**config.mk**
```make
export PLATFORM = sky130hd
export DESIGN_NAME = isa_cmd_queue
export DESIGN_NICKNAME = d
export VERILOG_FILES = /design/src/rtl/isa_cmd_queue_pkg.sv /design/src/rtl/isa_cmd_queue_sync_fifo.sv /design/src/rtl/isa_cmd_queue.sv
export SDC_FILE = /design/constraint.sdc
export NUM_CORES = 1
export LEC_CHECK = 0
export ABC_AREA = 1
export BUFFER_PORTS_ARGS = -buffer_cell sky130_fd_sc_hd__buf_2
export CORE_MARGIN = 10
export CORE_UTILIZATION = 55
export CTS_CLUSTER_SIZE = 12
export DETAILED_ROUTE_END_ITERATION = 16
export MAX_ROUTING_LAYER = met4
export PLACE_DENSITY = 0.82
export SLEW_MARGIN = 40
export SYNTH_ARGS = -nofsm -noshare
export SYNTH_HDL_FRONTEND = slang
export SYNTH_SLANG_ARGS = --single-unit
```
**constraint.sdc**
```tcl
create_clock -name clk -period 3.4 [get_ports clk]
set_input_delay 0.51 -clock clk [delete_from_list [all_inputs] [get_ports clk]]
set_output_delay 0.51 -clock clk [all_outputs]
set_load 0.05 [all_outputs]
```
**src/rtl/isa_cmd_queue_pkg.sv**
```systemverilog
// Shared definitions for the ISA host command queue.
// Holds the control_out bit positions, the issue FSM state encoding,
// the default I/O address width and a helper that forms the request word.
package isa_cmd_queue_pkg;

  localparam int CTRL_READ_BIT  = 0;
  localparam int CTRL_WRITE_BIT = 1;
  localparam int DEFAULT_ADDR_W = 10;

  typedef enum logic [0:0] {
    ST_IDLE  = 1'b0,
    ST_ISSUE = 1'b1
  } issue_state_e;

  // Request word for a head entry: exactly one of the read/write bits is set.
  function automatic logic [7:0] ctrl_word(input logic is_write);
    logic [7:0] word;
    word = 8'h00;
    if (is_write) begin
      word[CTRL_WRITE_BIT] = 1'b1;
    end else begin
      word[CTRL_READ_BIT] = 1'b1;
    end
    return word;
  endfunction

endpackage

```
**src/rtl/isa_cmd_queue_sync_fifo.sv**
```systemverilog
// sync_fifo: single-clock FIFO storing host bus commands.
// Ports:
//   clk, reset        rising-edge clock, synchronous active-low reset
//   push, push_data   write strobe and entry; ignored while full
//   pop               remove head entry; ignored while empty
//   head_data         entry at the head (valid while not empty)
//   full, empty       occupancy flags
// DEPTH must be a power of two so the pointers wrap naturally.
module sync_fifo #(
  parameter int WIDTH = 19,
  parameter int DEPTH = 4
) (
  input  logic             clk,
  input  logic             reset,
  input  logic             push,
  input  logic [WIDTH-1:0] push_data,
  input  logic             pop,
  output logic [WIDTH-1:0] head_data,
  output logic             full,
  output logic             empty
);

  localparam int PTR_W = (DEPTH > 1) ? $clog2(DEPTH) : 1;
  localparam int CNT_W = $clog2(DEPTH + 1);

  logic [WIDTH-1:0] mem_r [DEPTH];
  logic [PTR_W-1:0] wr_ptr_r;
  logic [PTR_W-1:0] rd_ptr_r;
  logic [CNT_W-1:0] count_r;
  logic             full_s;
  logic             empty_s;
  logic             push_ok_s;
  logic             pop_ok_s;

  assign full_s    = (count_r == CNT_W'(DEPTH));
  assign empty_s   = (count_r == {CNT_W{1'b0}});
  // A push while full is dropped even if the head leaves this same cycle.
  assign push_ok_s = push & ~full_s;
  assign pop_ok_s  = pop & ~empty_s;

  // Storage array; contents are only meaningful between the pointers.
  always_ff @(posedge clk) begin
    if (push_ok_s) begin
      mem_r[wr_ptr_r] <= push_data;
    end
  end

  // Pointer and occupancy bookkeeping.
  always_ff @(posedge clk) begin
    if (!reset) begin
      wr_ptr_r <= {PTR_W{1'b0}};
      rd_ptr_r <= {PTR_W{1'b0}};
      count_r  <= {CNT_W{1'b0}};
    end else begin
      if (push_ok_s) begin
        wr_ptr_r <= wr_ptr_r + PTR_W'(1);
      end
      if (pop_ok_s) begin
        rd_ptr_r <= rd_ptr_r + PTR_W'(1);
      end
      case ({push_ok_s, pop_ok_s})
        2'b10:   count_r <= count_r + CNT_W'(1);
        2'b01:   count_r <= count_r - CNT_W'(1);
        default: count_r <= count_r;
      endcase
    end
  end

  assign head_data = mem_r[rd_ptr_r];
  assign full      = full_s;
  assign empty     = empty_s;

endmodule

```
**src/rtl/isa_cmd_queue.sv**
```systemverilog
// isa_cmd_queue: buffers host ISA I/O commands and hands them one at a
// time to an external bus sequencer, capturing read data on the way back.
// Ports:
//   clk, reset                     clock, synchronous active-low reset
//   host_wr_en/is_write/addr/wdata command push from the host
//   host_full                      queue full, pushes dropped
//   control_out                    request word (bit0 read, bit1 write)
//   bus_addr, bus_wdata            head command, latched at issue
//   control_reset                  active-low end-of-cycle from sequencer
//   data_load, isa_data_in         active-low read strobe and data bus
//   rd_data, rd_valid, rd_ack      captured read byte handshake
//   rd_overrun                     sticky lost-read indicator
module isa_cmd_queue
  import isa_cmd_queue_pkg::*;
#(
  parameter int DEPTH  = 4,
  parameter int ADDR_W = DEFAULT_ADDR_W
) (
  input  logic              clk,
  input  logic              reset,
  input  logic              host_wr_en,
  input  logic              host_is_write,
  input  logic [ADDR_W-1:0] host_addr,
  input  logic [7:0]        host_wdata,
  output logic              host_full,
  output logic [7:0]        control_out,
  output logic [ADDR_W-1:0] bus_addr,
  output logic [7:0]        bus_wdata,
  input  logic              control_reset,
  input  logic              data_load,
  input  logic [7:0]        isa_data_in,
  output logic [7:0]        rd_data,
  output logic              rd_valid,
  input  logic              rd_ack,
  output logic              rd_overrun
);

  localparam int ENTRY_W = 1 + ADDR_W + 8;

  logic [ENTRY_W-1:0] fifo_head_s;
  logic               fifo_full_s;
  logic               fifo_empty_s;
  logic               head_is_write_s;
  logic [ADDR_W-1:0]  head_addr_s;
  logic [7:0]         head_wdata_s;
  issue_state_e       state_r;
  issue_state_e       state_nx_s;
  logic               pop_s;
  logic               load_s;
  logic               capture_s;
  logic [7:0]         control_out_r;
  logic [ADDR_W-1:0]  bus_addr_r;
  logic [7:0]         bus_wdata_r;
  logic [7:0]         rd_data_r;
  logic               rd_valid_r;
  logic               rd_overrun_r;

  sync_fifo #(
    .WIDTH (ENTRY_W),
    .DEPTH (DEPTH)
  ) u_fifo (
    .clk       (clk),
    .reset     (reset),
    .push      (host_wr_en),
    .push_data ({host_is_write, host_addr, host_wdata}),
    .pop       (pop_s),
    .head_data (fifo_head_s),
    .full      (fifo_full_s),
    .empty     (fifo_empty_s)
  );

  assign head_is_write_s = fifo_head_s[ENTRY_W-1];
  assign head_addr_s     = fifo_head_s[ENTRY_W-2:8];
  assign head_wdata_s    = fifo_head_s[7:0];

  // Issue FSM next state: start on a non-empty queue, finish on control_reset low.
  always_comb begin
    state_nx_s = state_r;
    pop_s      = 1'b0;
    load_s     = 1'b0;
    case (state_r)
      ST_IDLE: begin
        if (!fifo_empty_s) begin
          state_nx_s = ST_ISSUE;
          load_s     = 1'b1;
        end else begin
          state_nx_s = ST_IDLE;
        end
      end
      ST_ISSUE: begin
        if (!control_reset) begin
          state_nx_s = ST_IDLE;
          pop_s      = 1'b1;
        end else begin
          state_nx_s = ST_ISSUE;
        end
      end
      default: begin
        state_nx_s = ST_IDLE;
      end
    endcase
  end

  // Issue FSM state register.
  always_ff @(posedge clk) begin
    if (!reset) begin
      state_r <= ST_IDLE;
    end else begin
      state_r <= state_nx_s;
    end
  end

  // Request word and head copy; latched on entry to ISSUE so they stay stable.
  always_ff @(posedge clk) begin
    if (!reset) begin
      control_out_r <= 8'h00;
      bus_addr_r    <= {ADDR_W{1'b0}};
      bus_wdata_r   <= 8'h00;
    end else if (load_s) begin
      control_out_r <= ctrl_word(head_is_write_s);
      bus_addr_r    <= head_addr_s;
      bus_wdata_r   <= head_wdata_s;
    end else if (pop_s) begin
      control_out_r <= 8'h00;
    end
  end

  // Only a read request in flight may capture the data bus.
  assign capture_s = (state_r == ST_ISSUE) && control_out_r[CTRL_READ_BIT] && !data_load;

  // Read byte capture and host handshake; overrun is sticky until reset.
  always_ff @(posedge clk) begin
    if (!reset) begin
      rd_data_r    <= 8'h00;
      rd_valid_r   <= 1'b0;
      rd_overrun_r <= 1'b0;
    end else if (capture_s) begin
      rd_data_r  <= isa_data_in;
      rd_valid_r <= 1'b1;
      if (rd_valid_r && !rd_ack) begin
        rd_overrun_r <= 1'b1;
      end
    end else if (rd_ack) begin
      rd_valid_r <= 1'b0;
    end
  end

  assign host_full   = fifo_full_s;
  assign control_out = control_out_r;
  assign bus_addr    = bus_addr_r;
  assign bus_wdata   = bus_wdata_r;
  assign rd_data     = rd_data_r;
  assign rd_valid    = rd_valid_r;
  assign rd_overrun  = rd_overrun_r;

endmodule

```
==> results.cfg <==
[logic_synthesis]
synth_cell_type_count = 22
synth_warnings = 0
synthCells = 433
syn-cell-area_mm2 = 0.004576
yosysTopAreaCell = edfxtp_1
syn-mean-instance-area_um2 = 10.57
synthTopCellsByArea = edfxtp_1 50%, dfxtp_1 18%, nor2_1 11%
synth_seq_cells = 116
synth_top_cell_area_share_pct = 49.88
ys_seq_area_share_pct = 67.38

[global_routing]
grt_first_pass_wirelength_um = 15990
met1_usage_pct = 17.54
grt_pass1_vias = 3260
antenna_found_initial = 1
busiest_layer = met2
gr-total-overflow = 0
grt_use_total_pct = 16.70
grt_max_degree = 39
met3_usage_pct = 6.169
grtUsageMet2_pct = 27.63

[timing]
skew_ps = 7.717
finalMaxSlewViolations = 0
worst_pin_slew_ps = 715.4
finalHoldViolations = 0
fin_crit_sh_pct = 58.47
fmax_ghz = 0.5030
rsz0062_at_grt = false
period_needed_ps = 1988
tns_ps = 0
setup_viol = 0
whs_ps = 205.8
max_slew_margin_pct = 52.26

[cts]
cts_max_level = 4
cts_tree = built
cts_sinks = 116
postCtsSetupBuffers = 0
cts-root-buf = clkbuf_8
clockBufferDepth = 2
clk_latency_ps = 510
cts-resized-gates = 0
clk_pin_slew_worst_paths_ps = 60
hold_buffers = 0
cts_made_buffers = 17

[placement]
numPortBuffers = 63
place.gp.congestion = 0.7913
dp.final_hpwl_um = 6014
dpl.cell_count = 588

[detailed_routing]
first_pass_iters = 4
drtIter0Drc = 234
drc = 0
ant_nets = 0
drt-wirelength-per-cell_um = 16.00
vias = 3179
drt_wl_total_um = 9935
via_per_inst = 5.119

[worst_setup_path]
critPathKind = reg2reg
crit_chain = inv_1 -> nand3_1 -> nand2_1 -> ha_1 -> inv_1 -> fa_1 -> nand2_1 -> nand3_1 -> o21ai_0 -> a21oi_1
worstRegToRegCells = 10
max_stage_delay_ps = 380
critical_path.max_fanout = 9
cp_data_arrival_time_ps = 2390
slowest_stage = fa_1
startpoint_type = register
rrSetupSlack_ps = 1410
crit_required_ps = 3800
end_kind = register

[layout]
area_growth_pct = 20.21
nNetsFinal = 541
fill_cells = 601
final_cells = 621
final_util_pct = 67.28
drive_gt1_share_pct = 20.19
final_common_cell = nor2_1
final_cell_mix = 137 x nor2_1, 76 x edfxtp_1, 63 x buf_2

[pwr]
power.density_mw_per_mm2 = 740.0
p_leak_uw = 0.002349
fin_total_pwr_uw = 4070
peakVddDrop_mv = 0.3755

[worst_hold_path]
hp-class = in2reg
worstHoldPathCells = 1

[flow_run]
drv_cap = 0

[floorplanning]
fp.dieW_um = 111.2
core_mm2 = 0.008175
dieArea_mm2 = 0.01237
chipHeight_um = 111.2
start_util_pct = 55.97
ioPinCount = 70
num_rows = 33

[status]
status = complete, no violations
state kept, by name (all words and copies together), names as in the netlist, named ones only:
signal,flops
u_fifo.mem_r,76
bus_addr,10
bus_wdata,8
rd_data,8
u_fifo.count_r,3
control_out,2
u_fifo.rd_ptr_r,2
u_fifo.wr_ptr_r,2
rd_overrun,1
rd_valid,1
state_r,1
path summary, 6_finish.rpt:
| path | start | to |
|---|---|---|
| min | host_wdata[0] | u_fifo.mem_r[2][0] |
| max reg2reg | u_fifo.count_r[1] | u_fifo.count_r[2] |
| max | u_fifo.count_r[1] | u_fifo.count_r[2] |
| min reg2reg | rd_data[6] | rd_data[6] |
cells in the mapped netlist (all sizes together):
cell and number:
a21oi 8, buf 21, clkbuf 3, conb 1, dfxtp 40, edfxtp 76, fa 1, ha 5
inv 29, nand2 36, nand3 7, nor2 137, o21ai 50, o21bai 18, xor2 1
report_power, final:
group	internal, µW	leakage [µW]	switching [µW]
Combinational	156	0.00104	501
Clock	1150	0.000285	587
Sequential	1630	0.00103	53.0
area by class of cell:
type / instances / area [µm²] / share of cell area [%]
Timing Repair Buffer: 69 / 360.3 / 6.551
Antenna cell: 1 / 2.502 / 0.04550
Clock buffer: 22 / 452.9 / 8.235
Multi-Input combinational cell: 269 / 1231 / 22.38
Sequential cell: 116 / 3083 / 56.05
Inverter: 29 / 108.9 / 1.979
Clock inverter: 10 / 130.1 / 2.366
Tap cell: 105 / 131.4 / 2.389
logic make-up (layout without fill, tap and decap cells):
| group | count (synthesis) | after routing | synth area share, % |
|---|---|---|---|
| AO/OA/AOI/OAI | 76 | 76 | 9.297 |
| adder cells (fa/ha/maj) | 6 | 6 | 1.805 |
| flip-flops | 116 | 116 | 67.38 |
| AND/OR/NAND/NOR | 180 | 180 | 15.12 |
| XOR/XNOR | 1 | 1 | 0.1914 |
| buffers and inverters | 53 | 130 | 6.125 |
| other | 1 | 7 | 0.08196 |
worst max-delay path, delay by kind of cell, from the launching register on:
kind / cells / cell delay, ps
adder cells (fa/ha/maj): 2 / 610
buffers and inverters: 2 / 190
flip-flops: 1 / 310
AO/OA/AOI/OAI: 2 / 250
AND/OR/NAND/NOR: 4 / 510
metrics by stage:
| step | area (µm²) | setup slack [ps] |
|---|---|---|
| 2_1_floorplan | 4594 | 1505 |
| 3_3_place_gp | 4915 | 1371 |
| 3_5_place_dp | 4915 | 1227 |
| 4_1_cts | 5498 | 1404 |
| 5_1_grt | 5500 | 1207 |
| 6_report | 5500 | 1412 |
layer usage:
metal	share of wire (%)	up-vias	routed length (µm)
met2	51	116	5077
met1	40	1486	4008
li1	-	1564	-
met3	7.3	13	724
met5	0	-	0
met4	1.2	0	123
Note: power is estimated with default switching activity, not from simulation.
